**config.mk**
```make
export PLATFORM = sky130hd
export DESIGN_NAME = booth_divider
export DESIGN_NICKNAME = d
export VERILOG_FILES = /design/src/rtl/booth_divider.sv
export SDC_FILE = /design/constraint.sdc
export NUM_CORES = 1
export LEC_CHECK = 0
export ABC_AREA = 1
export CORE_MARGIN = 10
export CORE_UTILIZATION = 45
export CTS_CLUSTER_SIZE = 30
export DETAILED_ROUTE_END_ITERATION = 7
export PLACE_DENSITY = 0.7
export SLEW_MARGIN = 10
export SYNTH_ARGS = -nofsm -noshare
export SYNTH_HDL_FRONTEND = slang
export SYNTH_SLANG_ARGS = --single-unit
```
**constraint.sdc**
```tcl
create_clock -name clk -period 1.7 [get_ports clk]
set_input_delay 0.255 -clock clk [delete_from_list [all_inputs] [get_ports clk]]
set_output_delay 0.255 -clock clk [all_outputs]
set_load 0.05 [all_outputs]
```
**src/rtl/booth_divider.sv**
```systemverilog
// Sequential signed divider: radix-2 restoring iteration on operand magnitudes,
// one quotient bit per clock, then a single sign-fixup cycle before done.
module booth_divider #(
   parameter int N_W = 16,
   parameter int D_W = 8
) (
   input  logic           clk,
   input  logic           rst,
   input  logic           start,
   input  logic [N_W-1:0] dividend,
   input  logic [D_W-1:0] divisor,
   output logic           busy,
   output logic           done,
   output logic [N_W-1:0] quotient,
   output logic [D_W-1:0] remainder,
   output logic           div_by_zero,
   output logic           overflow
);

   localparam int C_W = $clog2(N_W);

   typedef enum logic [1:0] {
      S_IDLE,
      S_CALC,
      S_FIX
   } state_t;

   state_t         r_state;
   state_t         w_state_nxt;

   logic [N_W-1:0] r_work;
   logic [D_W:0]   r_dmag;
   logic [D_W-1:0] r_rem;
   logic [C_W-1:0] r_cnt;
   logic           r_sign_q;
   logic           r_sign_r;
   logic           r_dz;
   logic           r_ovf;

   logic           r_busy;
   logic           r_done;
   logic [N_W-1:0] r_quot;
   logic [D_W-1:0] r_remd;
   logic           r_dz_flag;
   logic           r_ovf_flag;

   logic           w_accept;
   logic [N_W-1:0] w_dvd_mag;
   logic [D_W:0]   w_dvs_ext;
   logic [D_W:0]   w_dvs_mag;
   logic [D_W:0]   w_shift;
   logic [D_W-1:0] w_diff;
   logic           w_ge;
   logic [N_W-1:0] w_q_fix;
   logic [D_W-1:0] w_r_fix;

   assign w_accept  = (r_state == S_IDLE) && start;
   assign w_dvd_mag = dividend[N_W-1] ? -dividend : dividend;
   // One extra bit so that |-2^(D_W-1)| is representable.
   assign w_dvs_ext = {divisor[D_W-1], divisor};
   assign w_dvs_mag = divisor[D_W-1] ? -w_dvs_ext : w_dvs_ext;

   // The partial remainder stays below |divisor| <= 2^(D_W-1), so the low
   // D_W bits of the difference are exact whenever the trial succeeds.
   assign w_shift = {r_rem, r_work[N_W-1]};
   assign w_ge    = (w_shift >= r_dmag);
   assign w_diff  = w_shift[D_W-1:0] - r_dmag[D_W-1:0];

   assign w_q_fix = r_sign_q ? -r_work : r_work;
   assign w_r_fix = r_sign_r ? -r_rem : r_rem;

   always_ff @(posedge clk or negedge rst) begin
      if (!rst) begin
         r_state <= S_IDLE;
      end else begin
         r_state <= w_state_nxt;
      end
   end

   // NOTE: every combinational output gets a default first so no path infers a latch.
   always_comb begin
      w_state_nxt = r_state;
      case (r_state)
         S_IDLE: if (start) w_state_nxt = (divisor == '0) ? S_FIX : S_CALC;
         S_CALC: if (r_cnt == '0) w_state_nxt = S_FIX;
         S_FIX:  w_state_nxt = S_IDLE;
         default: w_state_nxt = S_IDLE;
      endcase
   end

   // NOTE: sequential state uses non-blocking assignments so every register
   // samples pre-edge values regardless of statement order.
   always_ff @(posedge clk or negedge rst) begin
      if (!rst) begin
         r_work     <= '0;
         r_dmag     <= '0;
         r_rem      <= '0;
         r_cnt      <= '0;
         r_sign_q   <= 1'b0;
         r_sign_r   <= 1'b0;
         r_dz       <= 1'b0;
         r_ovf      <= 1'b0;
         r_busy     <= 1'b0;
         r_done     <= 1'b0;
         r_quot     <= '0;
         r_remd     <= '0;
         r_dz_flag  <= 1'b0;
         r_ovf_flag <= 1'b0;
      end else begin
         r_busy <= (w_state_nxt != S_IDLE);
         r_done <= (r_state == S_FIX);

         if (w_accept) begin
            r_sign_q <= dividend[N_W-1] ^ divisor[D_W-1];
            r_sign_r <= dividend[N_W-1];
            r_work   <= w_dvd_mag;
            r_dmag   <= w_dvs_mag;
            r_rem    <= '0;
            r_cnt    <= C_W'(N_W-1);
            r_dz     <= (divisor == '0);
            r_ovf    <= (dividend == {1'b1, {(N_W-1){1'b0}}}) && (divisor == '1);
         end

         if (r_state == S_CALC) begin
            r_rem  <= w_ge ? w_diff : w_shift[D_W-1:0];
            r_work <= {r_work[N_W-2:0], w_ge};
            r_cnt  <= r_cnt - 1'b1;
         end

         if (r_state == S_FIX) begin
            if (r_dz) begin
               r_quot     <= '0;
               r_remd     <= '0;
               r_dz_flag  <= 1'b1;
               r_ovf_flag <= 1'b0;
            end else begin
               r_quot     <= w_q_fix;
               r_remd     <= w_r_fix;
               r_dz_flag  <= 1'b0;
               r_ovf_flag <= r_ovf;
            end
         end
      end
   end

   assign busy        = r_busy;
   assign done        = r_done;
   assign quotient    = r_quot;
   assign remainder   = r_remd;
   assign div_by_zero = r_dz_flag;
   assign overflow    = r_ovf_flag;

endmodule

```
==> run summary, run 1 <==
Antenna diodes - 0
Leak - 2.85 nW
TritonCTS clock tree - done
Final Hold Fails - 0
PwrDens - 2100 nW/um^2
Total power - 12.3 mW
Clk sinks - 71
Max rail drop VDD - 686 uV
Post-Syn Instances - 594
Die Y - 118 um
Root Buffer - clkbuf_8
Cell Chain, Critical Path - ha_4, buf_6, nand2_1, nor2_1, nand3_1, nand4_4, buf_12, nand2_1, nand3_1, nand2_1
Avg Synthesized Cell Area - 7.27 um^2
Overflow left after global routing - 0
HPWL after DPL - 9180 um
Status - finished, final reports clean
FP Rows - 35
First-pass GRT wire length - 20000 um
Worst Path Required - 1.96 ns
Worst-Margin Slew - 0.575 ns
IO buf count - 54
Largest net degree at the start of global routing - 45
Worst-path clk slew - 0.09 ns
Crit path launch type - register
Fraction of layout cells with a size suffix above 1 - 24.1%
Initial Util - 46.5%
First DRT Iteration DRCs - 292
Number of global-route vias before repair - 4056
Syn Nets - 637
# H-tree levels - 3
Worst skew pair latency - 0.37 ns
CP max stage delay - 0.44 ns
Core Box Area - 9280 um^2
MaxCap Viol Count - 0
Post-layout minimum cycle time - 1.66 ns
Routability cong. - 0.877
# setup viols final - 0
CTS Buf Count - 9
Slowest CP cell - dfrtp_1
Flops & latches, synth - 71
Non-Filler Instances - 839
Cell mode on critical path - nand2_1
RSZ-0062 raised after global routing - true
DR DRC count - 0
Achievable Freq - 0.604 GHz
CP Capture Type - register
ANT nets after route - 0
Critical path class - reg -> reg
Die ar. - 13900 um^2
Synth unique cells - 31
Final Net Count - 748
I/O pin count - 55
Synthesis Warnings - 0
Synthesized area - 4320 um^2
Routed vias - 4282
Worst rel slew slack - 61.7%
P&R area growth vs syn - 35.4%
Post-Route WL - 12000 um
Final Skew - 0.0114 ns
All-Layer GR Usage - 17.0%
Register area share after synthesis - 41.1%
Area post-placement - 5340 um^2
Router iterations before antenna repair - 5
Final instance area - 5850 um^2
Dpl cells - 820
Crit path max fanout - 7
Hold Crit Class - in -> async
Via density - 5.10
CP Data Arrival Time - 1.92 ns
Post-route clock period utilization - 97.4%
Final-report max-slew violation count - 0
Die width - 118 um
Wire length per cell after detailed routing - 14.3 um
Initial antenna violation count - 0
Core Util, Final - 63.0%
Max Buffers Root-to-Sink - 2
Final setup TNS - 0 ns
Fill count - 856
## critical path, delay by kind of cell, from the launching register on
family                     cells  cell delay, ns
DFF                            1            0.44
and+or+nand+nor                7            0.59
adders and majority gates      1            0.31
buffers and inverters          2            0.22
## sequential cells by signal, indices dropped and copies added, names as in the netlist
signal and count:
r_sign_q 1, overflow 1, r_dmag 9, busy 1
r_rem 8, r_ovf 1, r_state 2, done 1
r_work 16, remainder 8, div_by_zero 1, quotient 16
r_sign_r 1, r_cnt 4, r_dz 1
## cells in the mapped netlist, drive strengths merged
| library cell | instances | area share (%) |
|---|---|---|
| inv | 74 | 6.4 |
| a31oi | 2 | 0.29 |
| nand3 | 47 | 5.6 |
| o31ai | 3 | 0.52 |
| fa | 1 | 0.46 |
| xor2 | 10 | 2.0 |
| nor2 | 57 | 5.5 |
| clkbuf | 7 | 0.61 |
| or2 | 2 | 0.29 |
| a32o | 1 | 0.23 |
| ha | 15 | 4.3 |
| nor3 | 9 | 1.0 |
| o22ai | 5 | 0.72 |
| xnor2 | 4 | 0.81 |
| dfrtp | 71 | 41 |
| buf | 8 | 0.99 |
| o21ai | 52 | 6.0 |
| a22oi | 14 | 2.4 |
| a21oi | 20 | 2.3 |
| nand2 | 173 | 15 |
| o221ai | 2 | 0.41 |
| nand3b | 2 | 0.35 |
| o211ai | 4 | 0.70 |
| nand4 | 11 | 1.7 |
## power breakdown
| part | leakage [nW] | switching (mW) | internal (mW) |
|---|---|---|---|
| registers | 0.893 | 0.644 | 2.43 |
| clock network | 0.0989 | 0.706 | 0.722 |
| logic | 1.86 | 4.56 | 3.22 |
## metal layers
metal	global-route usage, %	up-vias	wire length, um	part of all wire, %
met5	0	-	0	0
met4	6.41	0	198	1.7
met3	2.45	17	525	4.4
met2	25.5	114	5250	44
met1	24.2	1972	6020	50
li1	-	2179	-	-
## repair_timing
item                                   in CTS  in global routing
setup buffers                               0                  2
pin swaps                                   1                 14
endpoints found under the hold margin      27                  0
hold buffers                                1                  0
setup endpoints to repair                   8                 16
gates resized for setup                     9                 57
## metrics by stage
step	worst slack (ns)	hold slack, ns
finish	0.0436	0.428
global placement	-0.0754	0.281
detailed placement	-0.0956	0.300
CTS	0.00320	0.442
global route	-0.0769	0.491
floorplan	0.0201	-0.0406
## logic make-up (layout without fill, tap and decap cells)
family,after synthesis,after routing,share of synthesized area (%)
AND/OR/NAND/NOR,301,301,29.5
AO/OA/AOI/OAI,103,103,13.6
XOR/XNOR,14,14,2.84
buffers and inverters,89,205,8.03
adder cells (fa/ha/maj),16,16,4.81
flip-flops,71,71,41.1
## layout make-up
class,count,area (um^2),area share [%]
clock inverter,6,67.6,1.16
clock buffer,10,138,2.35
inverter,74,280,4.79
timing repair buffer,115,962,16.5
sequential,71,1780,30.4
multi-input combinational,434,2460,42.1
tap,129,161,2.76
## cell usage in the layout, fill, tap and decap left out, drive strengths merged, types with 4 or more instances in the layout
cell and n:
nand2 173, buf 89, inv 75, dfrtp 71
nor2 57, o21ai 52, nand3 47, clkdlybuf4s50 25
a21oi 20, ha 15, a22oi 14, nand4 11
xor2 10, clkbuf 10, nor3 9, o22ai 5
o211ai 4, xnor2 4
## final timing paths
check	slack, ns	to	startpoint	cells after the start
max in group asynchronous	0.77	r_sign_r	rst	3
min in group clk	0.47	done	r_state[0]	1
min reg2reg	0.47	done	r_state[0]	1
max	0.04	r_rem[2]	r_rem[6]	10
min	0.43	r_rem[1]	rst	3
max reg2reg	0.04	r_rem[2]	r_rem[6]	10
Note: power is estimated with default switching activity, not from simulation.
==> run 2, diff against run 1 <==
--- a/config.mk
+++ b/config.mk
@@ -10,7 +10,9 @@
 export CORE_UTILIZATION = 45
 export CTS_CLUSTER_SIZE = 30
 export DETAILED_ROUTE_END_ITERATION = 7
-export PLACE_DENSITY = 0.7
+export GPL_ROUTABILITY_DRIVEN = 0
+export PLACE_DENSITY = 0.67
+export REMOVE_ABC_BUFFERS = 1
 export SLEW_MARGIN = 10
 export SYNTH_ARGS = -nofsm -noshare
 export SYNTH_HDL_FRONTEND = slang
==> constraint.sdc (replaced) <==
create_clock -name clk -period 1.9 [get_ports clk]
set_input_delay 0.285 -clock clk [delete_from_list [all_inputs] [get_ports clk]]
set_output_delay 0.285 -clock clk [all_outputs]
set_load 0.05 [all_outputs]
==> run 2 against run 1 <==
Against the previous run: sequential share of layout area increased by 3.0 points; clock power shrank 15%; sequential power down 11%; first-iteration DRC count is 5.8% higher; cell count decreased by 5.0%; power decreased by 23%; die area stayed put; sequential cell count is the same; non-clock buffer count shrank 42; wire length decreased by 4.9%; largest power group unchanged.
==> run summary, run 2 (synthesized netlist as in run 1, its figures left out) <==
Clk sinks - 71
Number of global-route vias before repair - 4025
Multi-input logic area - 2220 um^2
Worst skew pair latency - 0.35 ns
Leak - 2.56 nW
Dpl cells - 780
Final Net Count - 706
Crit path launch type - register
IO buf count - 54
Cell Chain, Critical Path - clkdlybuf4s50_1
Initial antenna violation count - 0
Worst-path clk slew - 0.08 ns
Worst rel slew slack - 61.5%
CP Buf/Inv Count - 1
CP max stage delay - 0.82 ns
FP Rows - 35
Non-Filler Instances - 797
Crit path max fanout - 2
Switching share of total power - 48.9%
Area post-placement - 5090 um^2
CTS Buf Count - 9
Sequential Power Share - 28.7%
Die width - 118 um
# setup viols final - 0
Post-route clock period utilization - 95.4%
Root Buffer - clkbuf_8
Core Box Area - 9280 um^2
ANT nets after route - 0
CP Data Arrival Time - 1.53 ns
Overflow left after global routing - 0
DR DRC count - 0
First-pass GRT wire length - 19300 um
Achievable Freq - 0.552 GHz
Most frequent cells in the layout - nand2_1, inv_1, dfrtp_1
Fill count - 910
Antenna diodes - 0
Worst-Margin Slew - 0.577 ns
Critical path class - reg -> out
Clock power share - 12.8%
Critical path's top delay family - buffers and inverters
All-Layer GR Usage - 16.5%
Internal power - 4.84 mW
P&R area growth vs syn - 23.2%
Hold Crit Class - reg -> reg
Final Skew - 0.0112 ns
Comb pwr share - 58.4%
Routed vias - 4145
Wire length per cell after detailed routing - 14.3 um
# H-tree levels - 3
I/O pin count - 55
Post-layout minimum cycle time - 1.81 ns
Sequential Area - 1780 um^2
First DRT Iteration DRCs - 309
Final Hold Fails - 0
Via density - 5.20
Net switching power - 4.63 mW
Fraction of layout cells with a size suffix above 1 - 7.04%
Router iterations before antenna repair - 5
Die ar. - 13900 um^2
Slowest CP cell - clkdlybuf4s50_1
Max Buffers Root-to-Sink - 2
PwrDens - 1780 nW/um^2
HPWL after DPL - 8570 um
TritonCTS clock tree - done
Die Y - 118 um
Final-report max-slew violation count - 0
Initial Util - 46.5%
Most common cell after layout, fill and taps aside - nand2_1
Final instance area - 5320 um^2
Max rail drop VDD - 732 uV
Worst Path Required - 1.62 ns
Post-Route WL - 11400 um
Final setup TNS - 0 ns
Largest net degree at the start of global routing - 72
MaxCap Viol Count - 0
Number of setup buffers added after CTS - 0
CP Capture Type - primary output
Status - finished, final reports clean
-- run 2: routing by layer --
metal  track usage (%)  share of wire, %  vias up
met5                 0                 0        -
met4              5.64               1.5        0
met3              3.31               7.3       13
met2              25.3                45      133
met1              22.4                47     1917
li1                  -                 -     2082
-- run 2: cell type report --
cell class	count	area share, %
multi-input cells	434	41.7
inverters	74	5.22
clock buffers	13	2.80
well taps	129	3.03
clock inverters	3	0.800
flip-flops and latches	71	33.4
repair buffers	73	13.0
-- run 2: worst paths after layout --
path | endpoint | depth (start not counted) | start | slack (ns)
worst max-delay path | overflow | 1 | overflow | 0.09
worst min-delay path | done | 1 | r_state[0] | 0.46
worst max register to register | r_rem[6] | 9 | r_rem[3] | 0.09
worst min register to register | done | 1 | r_state[0] | 0.46
max in group asynchronous | r_dmag[8] | 3 | rst | 1.09
min in group asynchronous | r_dmag[3] | 3 | rst | 0.48
-- run 2: metrics by stage --
stage	hold slack (ns)	total power [mW]	setup slack, ns	util, %
floorplan	-0.0106	6.46	0.100	-
global placement	0.343	8.02	0.0850	54.9
detailed placement	0.346	8.16	0.0831	54.9
CTS	0.461	9.40	0.0551	57.0
global route	0.483	10.3	-0.00557	57.3
finish	0.458	9.47	0.0882	57.3
-- run 2: worst reg2reg max path, stage by stage, from the launching register on --
cell and delay (ns):
dfrtp_1 0.43, ha_1 0.35, nand2_1 0.12, inv_1 0.07, a21oi_1 0.21, nand2_1 0.13
nand3_2 0.16, nand3_1 0.10, nand3_1 0.07, nand2_1 0.05
-- run 2: power by group through the flow --
stage	Sequential [mW]	Combinational, mW	Clock (mW)
final	2.72	5.53	1.22
after global routing	2.83	6.22	1.30
after detailed placement	2.74	5.42	0
after global placement	2.72	5.30	0
after CTS	2.71	5.45	1.23
after floorplan	3.40	3.06	0
-- run 2: repair_timing --
item	CTS	global route
endpoints found under the hold margin	71	0
gates resized for setup	0	5
hold buffers	1	0
setup endpoints to repair	0	10
